File: config.mk
export PLATFORM = sky130hd
export DESIGN_NAME = uart_tx_fifo
export DESIGN_NICKNAME = d
export VERILOG_FILES = /design/src/rtl/uart_tx_fifo.sv
export SDC_FILE = /design/constraint.sdc
export NUM_CORES = 1
export LEC_CHECK = 0
export BUFFER_PORTS_ARGS = -buffer_cell sky130_fd_sc_hd__buf_2
export CORE_ASPECT_RATIO = 2
export CORE_MARGIN = 4
export CORE_UTILIZATION = 45
export DETAILED_ROUTE_END_ITERATION = 10
export SLEW_MARGIN = 5
export SYNTH_ARGS = -nofsm -noshare
export SYNTH_HDL_FRONTEND = slang
export SYNTH_SLANG_ARGS = --single-unit
File: constraint.sdc
create_clock -name clk -period 3.95 [get_ports clk]
set_input_delay 0 -clock clk [delete_from_list [all_inputs] [get_ports clk]]
set_output_delay 0 -clock clk [all_outputs]
set_load 0.05 [all_outputs]
File: src/rtl/uart_tx_fifo.sv
// Buffered UART transmitter: bytes enter a circular FIFO over valid/ready and are
// serialised LSB first as start/data/stop frames on a registered, idle-high line.
module uart_tx_fifo #(
    parameter int DATA_BITS    = 8,
    parameter int STOP_BITS    = 1,
    parameter int CLKS_PER_BIT = 1250,
    parameter int FIFO_DEPTH   = 16
) (
    input  logic                          clk,
    input  logic                          rst_n,
    input  logic [DATA_BITS-1:0]          in_data,
    input  logic                          in_valid,
    output logic                          in_ready,
    output logic                          out,
    output logic                          busy,
    output logic [$clog2(FIFO_DEPTH):0]   fifo_count
);

    localparam int PW = $clog2(FIFO_DEPTH);
    localparam int CW = PW + 1;
    localparam int TW = $clog2(CLKS_PER_BIT);
    localparam int BW = $clog2(DATA_BITS + 1);

    typedef enum logic [1:0] {IDLE, START, DATA, STOP} state_t;

    state_t                 state_reg, state_next;
    logic [TW-1:0]          timer_reg, timer_next;
    logic [BW-1:0]          bit_idx_reg, bit_idx_next;
    logic [DATA_BITS-1:0]   shift_reg, shift_next;
    logic [CW-1:0]          count_reg, count_next;
    logic [PW-1:0]          wptr_reg, wptr_next, rptr_reg, rptr_next;
    logic                   out_reg, out_next;
    logic                   ready_reg, ready_next;
    logic                   busy_reg, busy_next;
    logic                   push, pop, bit_end;

    logic [DATA_BITS-1:0]   mem [FIFO_DEPTH];

    assign push = in_valid && ready_reg;

    // Storage has no reset: contents are meaningless once the pointers are cleared.
    always_ff @(posedge clk) begin
        if (push) begin
            mem[wptr_reg] <= in_data;
        end
    end

    always_comb begin
        state_next   = state_reg;
        shift_next   = shift_reg;
        bit_idx_next = bit_idx_reg;
        pop          = 1'b0;
        bit_end      = (timer_reg == TW'(CLKS_PER_BIT - 1));
        timer_next   = bit_end ? '0 : timer_reg + 1'b1;

        case (state_reg)
            IDLE: begin
                timer_next = '0;
                if (count_reg != '0) begin
                    pop          = 1'b1;
                    shift_next   = mem[rptr_reg];
                    bit_idx_next = '0;
                    state_next   = START;
                end
            end
            START: begin
                if (bit_end) begin
                    bit_idx_next = '0;
                    state_next   = DATA;
                end
            end
            DATA: begin
                if (bit_end) begin
                    shift_next = shift_reg >> 1;
                    if (bit_idx_reg == BW'(DATA_BITS - 1)) begin
                        bit_idx_next = '0;
                        state_next   = STOP;
                    end else begin
                        bit_idx_next = bit_idx_reg + 1'b1;
                    end
                end
            end
            STOP: begin
                // bit_idx doubles as the stop-bit counter; a waiting byte starts with no idle gap.
                if (bit_end) begin
                    if (bit_idx_reg == BW'(STOP_BITS - 1)) begin
                        bit_idx_next = '0;
                        if (count_reg != '0) begin
                            pop        = 1'b1;
                            shift_next = mem[rptr_reg];
                            state_next = START;
                        end else begin
                            state_next = IDLE;
                        end
                    end else begin
                        bit_idx_next = bit_idx_reg + 1'b1;
                    end
                end
            end
            default: state_next = IDLE;
        endcase

        count_next = count_reg + CW'(push) - CW'(pop);
        wptr_next  = push ? wptr_reg + 1'b1 : wptr_reg;
        rptr_next  = pop  ? rptr_reg + 1'b1 : rptr_reg;
        ready_next = (count_next < CW'(FIFO_DEPTH));
        busy_next  = (state_next != IDLE) || (count_next != '0);

        if (state_next == START) begin
            out_next = 1'b0;
        end else if (state_next == DATA) begin
            out_next = shift_next[0];
        end else begin
            out_next = 1'b1;
        end
    end

    always_ff @(posedge clk or negedge rst_n) begin
        if (!rst_n) begin
            state_reg   <= IDLE;
            timer_reg   <= '0;
            bit_idx_reg <= '0;
            shift_reg   <= '0;
            count_reg   <= '0;
            wptr_reg    <= '0;
            rptr_reg    <= '0;
            out_reg     <= 1'b1;
            ready_reg   <= 1'b0;
            busy_reg    <= 1'b0;
        end else begin
            state_reg   <= state_next;
            timer_reg   <= timer_next;
            bit_idx_reg <= bit_idx_next;
            shift_reg   <= shift_next;
            count_reg   <= count_next;
            wptr_reg    <= wptr_next;
            rptr_reg    <= rptr_next;
            out_reg     <= out_next;
            ready_reg   <= ready_next;
            busy_reg    <= busy_next;
        end
    end

    assign in_ready   = ready_reg;
    assign out        = out_reg;
    assign busy       = busy_reg;
    assign fifo_count = count_reg;

endmodule

==> metrics.txt <==
status=complete, no violations; clock buffer depth=2; H-tree depth=4; router iterations before antenna repair=4; Fin Clk Skew=0.00742 ns; largest net degree at the start of global routing=42; max reg flops=128; Post-Synth XOR/XNOR Area=2.28%; complex-gate fraction of the synthesized area=5.02%; HP Class=input pin to flop; Die Area=18500 sq um; Crit path required time=4.23 ns; wire per inst=roughly 21 microns; Yosys reg bits=169; num ports=19; Worst setup EP type=flop; Yosys warnings=0; CTS Sinks=169; Area contributors post-synth=edfxtp_1, dfrtp_1, mux4_2, ha_1, nor2_1; WP data arrival=~3.7 ns; hold wc startpoint=in_valid; fraction of layout cells with a size suffix above 1=20.1%; setup bufs post-CTS=0; family with the most delay on the worst path=adder cells; ys async rst share=around 24%; Final min period=3.41 ns; Via Count=3933; combinational family with the most area after synthesis=multiplexers; Max stage delay on crit path=between 0.4 and 0.5 ns; Final #Nets=528; Hold Fails Final Rpt=0; CP Class=flop to flop; Clk Latency, worst-skew pair=0.42 ns; cell area after layout=8310 sq um; period utilization=86.2%; max_slew headroom=29.6%; Synth top cells by count=edfxtp_1, dfrtp_1, nor2_1, mux4_2, ha_1; die height=188 microns; Hold WS=0.0973 ns; FF-to-FF End=busy$_DFF_PN0_; routed vias/inst=5.56; critical path's slowest cell=dfrtp_1; Syn Nets=495; CP Launch Type=flop; Synth Area in Adders=under 10%; Cells after Synth=462; Die Wd=98.1 microns; Area after DPL=7610 sq um; hold path depth=3; maxcap violations=0; proportion of synthesized area in mux cells=12.2%; VDD IR-drop max=between 0.3 and 0.4 mV; Crit Path Max Fanout=5; CP Buf/Inv Count=4; GPL Wtd Cong=0.839; HPWL after DPL=10.4 mm; area leader, netlist=edfxtp_1; Reg clk slew, reported paths=0.06 ns; Leak=about 3 nW; cells along the critical path=inv_1, ha_1, nor3b_2, a41oi_1, nor3_2, ha_1, inv_1, ha_1, inv_1, fa_1, inv_1, a21oi_1, nor2_1, nor2_1, xnor2_1, nand4_1; cell area after synthesis=7310 sq um; diode count=0; RSZ-0062 raised after global routing=no; cell mode on critical path=inv_1; final setup violation count=0; worst-margin pin slew=1.06 ns; Max Fclk=0.294 GHz; PD cells=441 nW/um^2; Cell Rows=65; vias in the first global route=4206; reg2reg setup slack=0.54 ns; CTS tree=yes; initial antenna violation count=0; Hold EP=wptr_reg[0]$_DFFE_PN0P_; Layout area overhead=13.8%; Tot GR Track Use=between 10% and 20%; Iteration-0 DRC Markers=191; sequential area share after synthesis=approximately two thirds; core area=15900 sq um; Reg2Reg Launch Point=bit_idx_reg[0]$_DFFE_PN0P_; Setup TNS=0 ns; CTS Buf Count=17; Core Util, Final=52.4%; Simple-Gate Fraction of Synth Area=7.60%; reg2reg path depth=16; DRT Wirelength=14.7 mm; Avg Cell Area, Syn=15.8 sq um; number of flops mapped to enable cells by yosys=~130; Synth cell types=50; fill cell count=1306; Routed Antenna Nets=0; top cell type's share of synthesized area=52.6%; Starting Density=46.1%; residual DRC count=0; root buffer cell=clkbuf_16; first-pass GRT wire length=23.7 mm; fin. max-slew vios=0; count leader, synth=edfxtp_1; gr ovfl total=0; Post-synth top flop=edfxtp_1; PortBufs=18
## cell type report
cell class	instances	area [sq um]	area share (%)
clock buffers	19	433	5.21
clock inverters	12	174	2.09
inverters	20	75.1	0.903
multi-input cells	253	2280	27.4
flip-flops and latches	169	4870	58.6
well taps	201	251	3.02
repair buffers	34	233	2.80
## cell families (layout without fill, tap and decap cells)
kind of cell,count (synthesis),in the layout
adders and majority gates,22,22
xor gates and xnor gates,19,19
buffers and inverters,40,85
AOI/OAI and AO/OA,53,53
muxes,50,50
DFF,169,169
and+or+nand+nor,109,109
## where the power goes
group / switching [mW] / internal (mW) / total (mW)
Clock: 0.665 / 1.05 / 1.72
Combinational: 0.0272 / 0.00939 / 0.0366
Sequential: 0 / 1.91 / 1.91
Total: 0.692 / 2.98 / 3.67
## per-layer routing
metal | track usage [%] | up-vias | share of wire (%)
li1 | - | 1825 | -
met1 | 18.5 | 2016 | 37
met2 | 32.4 | 67 | 58
met3 | 3.52 | 25 | 2.5
met4 | 6.99 | 0 | 2.5
met5 | 0 | - | 0
## cell usage in the layout, fill, tap and decap left out, types with 5 or more instances in the layout
master / n
a221o_1: 7
dlygate4sd3_1: 9
mux4_2: 30
nand2_1: 20
nand3_1: 5
xor2_1: 9
mux2_2: 11
nand2b_1: 5
ha_1: 21
clkbuf_16: 17
inv_1: 20
nor2_1: 39
a21oi_1: 8
buf_4: 7
nor3_1: 12
mux2i_1: 9
buf_2: 18
dfrtp_1: 39
xnor2_1: 10
o22ai_1: 7
edfxtp_1: 128
o21ai_0: 9
## worst reg2reg max path, cell delays in order (launching register included)
cell	delay [ns]
dfrtp_1	0.42
inv_1	0.07
ha_1	0.18
nor3b_2	0.37
a41oi_1	0.27
nor3_2	0.34
ha_1	0.31
inv_1	0.06
ha_1	0.15
inv_1	0.06
fa_1	0.40
inv_1	0.07
a21oi_1	0.06
nor2_1	0.09
nor2_1	0.06
xnor2_1	0.23
nand4_1	0.12
## worst max-delay path by stage
stage / start / end / slack, ns / depth (start not counted)
final: bit_idx_reg[0]$_DFFE_PN0P_ / busy$_DFF_PN0_ / 0.54 / 16
after global routing: bit_idx_reg[0]$_DFFE_PN0P_ / busy$_DFF_PN0_ / 0.23 / 16
after CTS: bit_idx_reg[0]$_DFFE_PN0P_ / busy$_DFF_PN0_ / 0.26 / 16
after detailed placement: bit_idx_reg[0]$_DFFE_PN0P_ / busy$_DFF_PN0_ / 0.30 / 13
after global placement: bit_idx_reg[0]$_DFFE_PN0P_ / busy$_DFF_PN0_ / 0.50 / 13
after floorplan: fifo_count[3]$_DFF_PN0_ / busy$_DFF_PN0_ / 0.88 / 15
## metrics by stage
step | std cells | worst slack (ns) | power, mW
5_1_grt | 708 | 0.235 | 3.79
3_5_place_dp | 668 | 0.299 | 1.98
4_1_cts | 708 | 0.259 | 3.70
2_1_floorplan | 462 | 0.876 | 1.95
3_3_place_gp | 668 | 0.498 | 1.98
6_report | 708 | 0.544 | 3.67
## timing repair
action | in CTS | in global routing
setup endpoints to repair | 0 | 1
endpoints found under the hold margin | 168 | 0
hold buffers | 9 | 0
gates resized for setup | 0 | 1
(Power assumes the default switching activity.)
